### config.mk
export PLATFORM = sky130hd
export DESIGN_NAME = clk_period_meter_flat
export DESIGN_NICKNAME = d
export VERILOG_FILES = /design/src/rtl/clk_period_meter_if.sv /design/src/rtl/clk_period_meter.sv /design/src/flat_wrapper.sv
export SDC_FILE = /design/constraint.sdc
export NUM_CORES = 1
export LEC_CHECK = 0
export CORE_MARGIN = 2
export CORE_UTILIZATION = 31
export CTS_CLUSTER_SIZE = 30
export DETAILED_ROUTE_END_ITERATION = 12
export PLACE_DENSITY_LB_ADDON = 0.1
export SYNTH_ARGS = -nofsm -noshare
export SYNTH_HDL_FRONTEND = slang
export SYNTH_SLANG_ARGS = --single-unit
### constraint.sdc
create_clock -name clock_in -period 11.7 [get_ports clock_in]
set_input_delay 2.34 -clock clock_in [delete_from_list [all_inputs] [get_ports clock_in]]
set_output_delay 2.34 -clock clock_in [all_outputs]
set_load 0.005 [all_outputs]
### src/rtl/clk_period_meter_if.sv
// Bundles the measured input and the measurement results of clk_period_meter.
// The meter sits on the slave side; whoever drives sig_in and consumes results is master.
interface clk_period_meter_if #(
  parameter int CNT_W = 32
);
  logic             sig_in;
  logic [CNT_W-1:0] period;
  logic [CNT_W-1:0] high_time;
  logic             valid;
  logic             locked;
  logic             timeout;

  modport master (
    output sig_in,
    input  period, high_time, valid, locked, timeout
  );

  modport slave (
    input  sig_in,
    output period, high_time, valid, locked, timeout
  );
endinterface

### src/rtl/clk_period_meter.sv
// Measures period and high time of a slow, asynchronous sig_in in clock_in cycles.
// Define CLK_PERIOD_METER_AVG_EN to report period as the average of the last 4 raw periods.
module clk_period_meter #(
  parameter int CNT_W   = 32,
  parameter int TIMEOUT = 1024
) (
  input  logic              clock_in,
  input  logic              reset,
  clk_period_meter_if.slave bus
);
  typedef enum logic [1:0] {IDLE, MEAS_HIGH, MEAS_LOW} state_t;

  localparam logic [CNT_W-1:0] CNT_MAX   = '1;
  localparam logic [CNT_W-1:0] CNT_ONE   = CNT_W'(1);
  localparam logic [CNT_W-1:0] TIMEOUT_C = CNT_W'(TIMEOUT);

  state_t           state;
  logic             sync_1, sync_2, sig_hist;
  logic             rise, fall, stall;
  logic [CNT_W-1:0] high_cnt, low_cnt, high_lat;
  logic [CNT_W-1:0] high_inc, low_inc, raw_period;
  logic [CNT_W:0]   raw_sum;

  assign rise = sync_2 & ~sig_hist;
  assign fall = ~sync_2 & sig_hist;

  // Counters saturate rather than wrap so an over-long level never reads short.
  assign high_inc   = (high_cnt == CNT_MAX) ? high_cnt : high_cnt + CNT_ONE;
  assign low_inc    = (low_cnt == CNT_MAX) ? low_cnt : low_cnt + CNT_ONE;
  assign raw_sum    = {1'b0, high_lat} + {1'b0, low_cnt};
  assign raw_period = raw_sum[CNT_W] ? CNT_MAX : raw_sum[CNT_W-1:0];

  // An edge arriving in the same cycle as the stall limit always takes priority.
  assign stall = ((state == MEAS_HIGH) && !fall && (high_cnt >= TIMEOUT_C)) ||
                 ((state == MEAS_LOW)  && !rise && (low_cnt  >= TIMEOUT_C));

`ifdef CLK_PERIOD_METER_AVG_EN
  logic [3:0][CNT_W-1:0] p_hist;
  logic [CNT_W+1:0]      p_sum, p_sum_next;
  logic [2:0]            p_cnt;

  assign p_sum_next = p_sum - {2'b00, p_hist[3]} + {2'b00, raw_period};
`endif

  // Both synchronizer stages and the history flop delay rise and fall equally,
  // so the measured intervals are unaffected by the synchronizer latency.
  always_ff @(posedge clock_in or posedge reset) begin
    if (reset) begin
      sync_1   <= 1'b0;
      sync_2   <= 1'b0;
      sig_hist <= 1'b0;
    end else begin
      sync_1   <= bus.sig_in;
      sync_2   <= sync_1;
      sig_hist <= sync_2;
    end
  end

  always_ff @(posedge clock_in or posedge reset) begin
    if (reset) begin
      state         <= IDLE;
      high_cnt      <= '0;
      low_cnt       <= '0;
      high_lat      <= '0;
      bus.period    <= '0;
      bus.high_time <= '0;
      bus.valid     <= 1'b0;
      bus.locked    <= 1'b0;
      bus.timeout   <= 1'b0;
`ifdef CLK_PERIOD_METER_AVG_EN
      p_hist        <= '0;
      p_sum         <= '0;
      p_cnt         <= '0;
`endif
    end else begin
      bus.valid   <= 1'b0;
      bus.timeout <= 1'b0;
      case (state)
        IDLE: begin
          if (rise) begin
            high_cnt <= CNT_ONE;
            state    <= MEAS_HIGH;
          end
        end
        MEAS_HIGH: begin
          if (fall) begin
            high_lat <= high_cnt;
            low_cnt  <= CNT_ONE;
            state    <= MEAS_LOW;
          end else begin
            high_cnt <= high_inc;
          end
        end
        MEAS_LOW: begin
          if (rise) begin
            high_cnt <= CNT_ONE;
            state    <= MEAS_HIGH;
`ifdef CLK_PERIOD_METER_AVG_EN
            p_hist <= {p_hist[2:0], raw_period};
            p_sum  <= p_sum_next;
            if (p_cnt != 3'd4) begin
              p_cnt <= p_cnt + 3'd1;
            end
            if (p_cnt >= 3'd3) begin
              bus.period    <= p_sum_next[CNT_W+1:2];
              bus.high_time <= high_lat;
              bus.valid     <= 1'b1;
              bus.locked    <= 1'b1;
            end
`else
            bus.period    <= raw_period;
            bus.high_time <= high_lat;
            bus.valid     <= 1'b1;
            bus.locked    <= 1'b1;
`endif
          end else begin
            low_cnt <= low_inc;
          end
        end
        default: state <= IDLE;
      endcase

      // Stall abandons the measurement but keeps the last reported results.
      if (stall) begin
        bus.timeout <= 1'b1;
        bus.locked  <= 1'b0;
        state       <= IDLE;
`ifdef CLK_PERIOD_METER_AVG_EN
        p_hist      <= '0;
        p_sum       <= '0;
        p_cnt       <= '0;
`endif
      end
    end
  end
endmodule
### src/flat_wrapper.sv
// flat-port wrapper written by rule: the top's interface ports become plain ports
module clk_period_meter_flat 
#(
  parameter int CNT_W   = 32,
  parameter int TIMEOUT = 1024
)
  (clock_in, reset, bus_sig_in, bus_period, bus_high_time, bus_valid, bus_locked, bus_timeout);
  clk_period_meter_if #(.CNT_W(CNT_W)) bus_i ();
  input  logic clock_in;
  input  logic reset;
  input wire logic [$bits(bus_i.sig_in)-1:0] bus_sig_in;
  output wire logic [$bits(bus_i.period)-1:0] bus_period;
  output wire logic [$bits(bus_i.high_time)-1:0] bus_high_time;
  output wire logic [$bits(bus_i.valid)-1:0] bus_valid;
  output wire logic [$bits(bus_i.locked)-1:0] bus_locked;
  output wire logic [$bits(bus_i.timeout)-1:0] bus_timeout;
  assign bus_i.sig_in = bus_sig_in;
  assign bus_period = bus_i.period;
  assign bus_high_time = bus_i.high_time;
  assign bus_valid = bus_i.valid;
  assign bus_locked = bus_i.locked;
  assign bus_timeout = bus_i.timeout;
  clk_period_meter #(.CNT_W(CNT_W), .TIMEOUT(TIMEOUT)) u_core (.clock_in(clock_in), .reset(reset), .bus(bus_i));
endmodule
Word level (Yosys, flattened, before mapping)
Cells that the tools add are included. Widths: inputs -> output; s select.

Output and inout port bits: 67. Word-level logic and storage cells: 71. Register bits after elaboration: 168. Input port bits: 3.

Order comparisons: 2. Mux-type cells: 19. Add/subtract/negate cells: 3. Equality and inequality tests: 12. Reductions and logical operators: 19. Bitwise gates (word level): 4.

Operators by type and width (number): $mux 32 (7); $pmux 32 s2 (2); $add 32x1->32 const B (2); $eq 32x32->1 const B (2); $ge 32x11->1 const B (2); $add 32x32->33 (1); $ne 2x2->1 const B (4); $reduce_and 2->1 (4); $reduce_and 4->1 (2); $reduce_bool 2->1 (4); $mux 1 (6); $mux 2 (3); $ne 3x1->1 const B (2); $logic_and 1x1->1 (4); $ne 2x1->1 const B (2); $pmux 2 s2 (1); $and 1x1->1 (2); $eq 2x1->1 const B (1); $eq 2x2->1 const B (1); $logic_not 1->1 (2); $logic_not 2->1 (1); $not 1->1 (2); $reduce_or 2->1 (1); $logic_or 1x1->1 (1).

Logic depth before layout (Yosys ltp)
Depth after elaboration: 8. Gate-level depth with buffers: 12. Gate-level depth less buffers: 11.

Worst setup path after synthesis
Ideal clock, no wire load.

Path kind: reg-to-reg. From: reg u_core.low_cnt[0]. To: reg u_core.bus.period[19]. Required time: 11574 ps. Stages on the path, launching flop included: 13. Arrival: 2744 ps. Path buffers: 1. Setup time: 126 ps. Clock period less this slack: 2870 ps. Path slack: 8830 ps. Cell sequence: dfrtp_1 ha_1 fa_1 a21o_1 a31oi_1 o22ai_2 o21ai_4 a2111oi_4 o21ai_2 o21a_4 o21ai_4 buf_6 o32a_1.

Word-level cells in the longest chain between the ends: 2.

RTL lines: start, declared (line clk_period_meter.sv:20) `logic [CNT_W-1:0] high_cnt, low_cnt, high_lat;`; start signal, assigned (line clk_period_meter.sv:117) `low_cnt <= low_inc;`; $add 32x32->33 (line clk_period_meter.sv:30) `assign raw_sum = {1'b0, high_lat} + {1'b0, low_cnt};`; $mux 32 (line clk_period_meter.sv:31) `assign raw_period = raw_sum[CNT_W] ? CNT_MAX : raw_sum[CNT_W-1:0];`; end signal, assigned (line clk_period_meter.sv:111) `bus.period <= raw_period;`; end, declared (line clk_period_meter_if.sv:20) `output period, high_time, valid, locked, timeout`.

No other way between the ends. A chain may end at the register's enable or synchronous reset.

==> out/results.md <==
• Pleak: 4.71 nW
• Layout Skew: 0.0139 ns
• Post-CTS Hold Fix Bufs: 0
• maximum net fanout on the critical path: 65
• unrepaired setup endpoints after global routing: no
• sequential cell fraction of total power: 0.448
• remaining antenna violation count after routing: 0
• clock network fraction of design power: 0.357
• Switching Fraction: 0.273
• Worst R2R Setup Slack: 7.64 ns
• CTS buffer count: 17
• flip-flop and latch count after synthesis: 168
• initial antenna violation count: 1
• max frequency: 0.235 GHz
• per-instance average area after synthesis: 11.1 um^2
• number of inserted filler cells in the final layout: 2,807
• overall via count from detail_route: 6,146
• number of maximum-capacitance violations: 0
• largest net degree at the start of global routing: 66
• clock root cell: sky130_fd_sc_hd__clkbuf_16
• fraction of layout instances using a drive strength above 1: 0.161
• area of the mapped netlist: 0.00873 mm^2
• Site Rows: 61
• Final setup violation count: 0
• r2r startpoint: u_core.state[0]$_DFFE_PP0P_
• initial detailed-routing violation count: 344
• final antenna diode count: 0
• final max-slew violation count: 0
• number of global-route vias before repair: 6,370
• worst hold-check path type: reg -> reg
• WHS: 0.351 ns
• classification of the worst setup path: in -> async
• number of enable-type register cells in the synthesized netlist: 0
• share of synthesized area occupied by flip-flops and latches: 0.482
• Endpoint, Worst Hold: u_core.sync_2$_DFF_PP0_
• Comb power frac: 0.195
• RePlAce Congestion: 0.760
• full die area: 0.0295 mm^2
• PortBufs: 69
• power dissipated by switching net loads: 0.442 mW
• largest cells by area after synthesis: sky130_fd_sc_hd__dfrtp_1 48%, sky130_fd_sc_hd__mux2_2 8.4%, sky130_fd_sc_hd__ha_1 5.2%
• CP Data Required Time: 12.16 ns
• number of unique standard cell types used by synthesis: 71
• Area growth syn-to-layout: 19.4%
• Synth Instances: 784
• clk sinks: 168
• share of the clock period used by the worst path: 0.364
• WP data arrival: 4.71 ns
• most numerous cell in the Yosys netlist: sky130_fd_sc_hd__dfrtp_1
• Net count, final: 893
• Residual DRC: 0
• wire per inst: 17.4 um
• Worst setup SP type: primary input
• TritonCTS clock tree: done
• Reg2Reg Capture Point: u_core.low_cnt[29]$_DFFE_PP0P_
• actual transition at the worst max-transition pin: 1.08 ns
• boundary pin count: 70
• Final Routed Wirelength: 21,600 um
• Post-CTS Setup Inserts: 0
• Max IR drop VDD: 61.4 uV
• total of warnings raised by yosys: 0
• clock network latency to the later pin of the worst-skew pair: 0.44 ns
• Worst Hold Path Cells: 0
• number of buffers on the longest clock path: 2
• fraction of synthesis flops using an asynchronous set or reset pin: 1.00
• most numerous cell types in the synthesized netlist: 168 x sky130_fd_sc_hd__dfrtp_1, 77 x sky130_fd_sc_hd__nor2_1, 65 x sky130_fd_sc_hd__mux2_2
• critical path endpoint category: async pin
• Vias/cell: 4.94
• height of the chip: 172 um
• number of hold violations in the final report: 0
• Syn Nets: 824
• start point of the worst hold path: u_core.sync_1$_DFF_PP0_
• area share of the largest cell type after synthesis: 0.482
• global-route wire length before repair: 35,600 um
• Die Width: 172 um
• Overall Power: 1.62 mW
• worst slew margin relative to its limit: 0.275
• Total Negative Setup Slacks: 0 ns
• core area: 0.0278 mm^2
• post-layout util: 0.375
• number of cells upsized or downsized after cts: 0
• Pwr Density: 155 mW/mm^2
• CTS H-tree lvls: 4
• Yosys top cell by area: sky130_fd_sc_hd__dfrtp_1
• top_reg_cell synth: sky130_fd_sc_hd__dfrtp_1
• post-layout min period: 4.25 ns
• post-CTS clock slew at the launch and capture registers of the worst setup and hold paths: 0.07 ns
• internal power component: 1.18 mW
• outcome: complete, no violations
• effective utilization at floorplan: 0.314
• detailed placement HPWL: 15,500 um
• overflow left after global routing: 0
• Overall Global Routing Usage: 0.156
• R2R cell count: 10
• total iterations of the first detailed-routing run: 5
## area by class of cell
cell class	instances	area (um^2)	share of cell area
inverter	16	65.1	0.00625
timing repair buffer	75	736	0.0706
multi-input combinational	575	4350	0.417
sequential	168	4200	0.404
tap	378	473	0.0454
clock inverter	14	163	0.0156
clock buffer	18	429	0.0412
## power by group through the flow
stage	sequential [mW]	combinational (mW)	clock, mW
after floorplan	0.724	0.160	0
after global placement	0.740	0.320	0
after detailed placement	0.739	0.321	0
after CTS	0.728	0.322	0.596
after global routing	0.739	0.351	0.619
final	0.726	0.315	0.578
## how the worst max path moves through the flow
stage | from | to | cells past startpoint
2_1_floorplan | reset | u_core.bus.high_time[0]$_DFFE_PP0P_ | 1
3_3_place_gp | reset | u_core.high_cnt[25]$_DFFE_PP0P_ | 4
3_5_place_dp | reset | u_core.high_lat[25]$_DFFE_PP0P_ | 4
4_1_cts | reset | u_core.high_lat[29]$_DFFE_PP0P_ | 4
5_1_grt | reset | u_core.bus.high_time[30]$_DFFE_PP0P_ | 4
6_report | reset | u_core.bus.high_time[30]$_DFFE_PP0P_ | 4
## critical path, stage by stage
cell and delay [ns]:
sky130_fd_sc_hd__clkdlybuf4s50_1 0.47, sky130_fd_sc_hd__inv_6 0.37, sky130_fd_sc_hd__buf_4 0.66, sky130_fd_sc_hd__buf_4 0.78
## placed cells by master, fill, tap and decap left out, drive strengths merged, types with 3 or more instances in the layout
| cell type | instances |
|---|---|
| nand4 | 17 |
| xnor2 | 30 |
| a21o | 13 |
| o21ai | 30 |
| clkdlybuf4s50 | 69 |
| o21bai | 4 |
| xor2 | 46 |
| and4 | 15 |
| inv | 22 |
| dfrtp | 168 |
| clkinvlp | 3 |
| nor2b | 5 |
| a21oi | 35 |
| nor3b | 3 |
| or3 | 9 |
| nor3 | 10 |
| and3 | 8 |
| nor4 | 16 |
| a211oi | 3 |
| buf | 6 |
| and2 | 4 |
| ha | 36 |
| mux2 | 65 |
| o22a | 28 |
| nand3 | 30 |
| nand2 | 41 |
| clkbuf | 18 |
| clkinv | 3 |
| o21a | 7 |
| nor2 | 78 |
| nand2b | 8 |
| a31oi | 9 |
## state kept, by name (all words and copies together) (netlist names)
name,cells
u_core.bus.locked,1
u_core.high_cnt,32
u_core.sig_hist,1
u_core.bus.timeout,1
u_core.sync_1,1
u_core.bus.period,32
u_core.high_lat,32
u_core.bus.high_time,32
u_core.sync_2,1
u_core.low_cnt,32
u_core.bus.valid,1
u_core.state,2
## cells by family (layout without fill, tap and decap cells)
| group | count (synthesis) | count (layout) | synth area share |
|---|---|---|---|
| AND/OR/NAND/NOR | 248 | 248 | 0.154 |
| flip-flops | 168 | 168 | 0.482 |
| AO/OA/AOI/OAI | 148 | 148 | 0.127 |
| XOR/XNOR | 76 | 76 | 0.0763 |
| multiplexers | 66 | 66 | 0.0850 |
| buffers and inverters | 41 | 123 | 0.0219 |
| adder cells (fa/ha/maj) | 37 | 37 | 0.0539 |
## through the flow
step,worst slack (ns),instance area (um^2),instances
floorplan,4.81,8730,784
global placement,6.81,9820,1212
detailed placement,6.82,9820,1212
CTS,7.29,10400,1244
global route,7.03,10400,1244
finish,7.45,10400,1244
## layer usage
| metal | track usage | up-vias | share of wire |
|---|---|---|---|
| met3 | 0.0285 | 13 | 0.024 |
| met1 | 0.217 | 3077 | 0.50 |
| met4 | 0.0329 | 0 | 0.0073 |
| li1 | - | 3004 | - |
| met5 | 0 | - | 0 |
| met2 | 0.253 | 52 | 0.47 |
No activity file was read; power rests on OpenSTA's default activity.
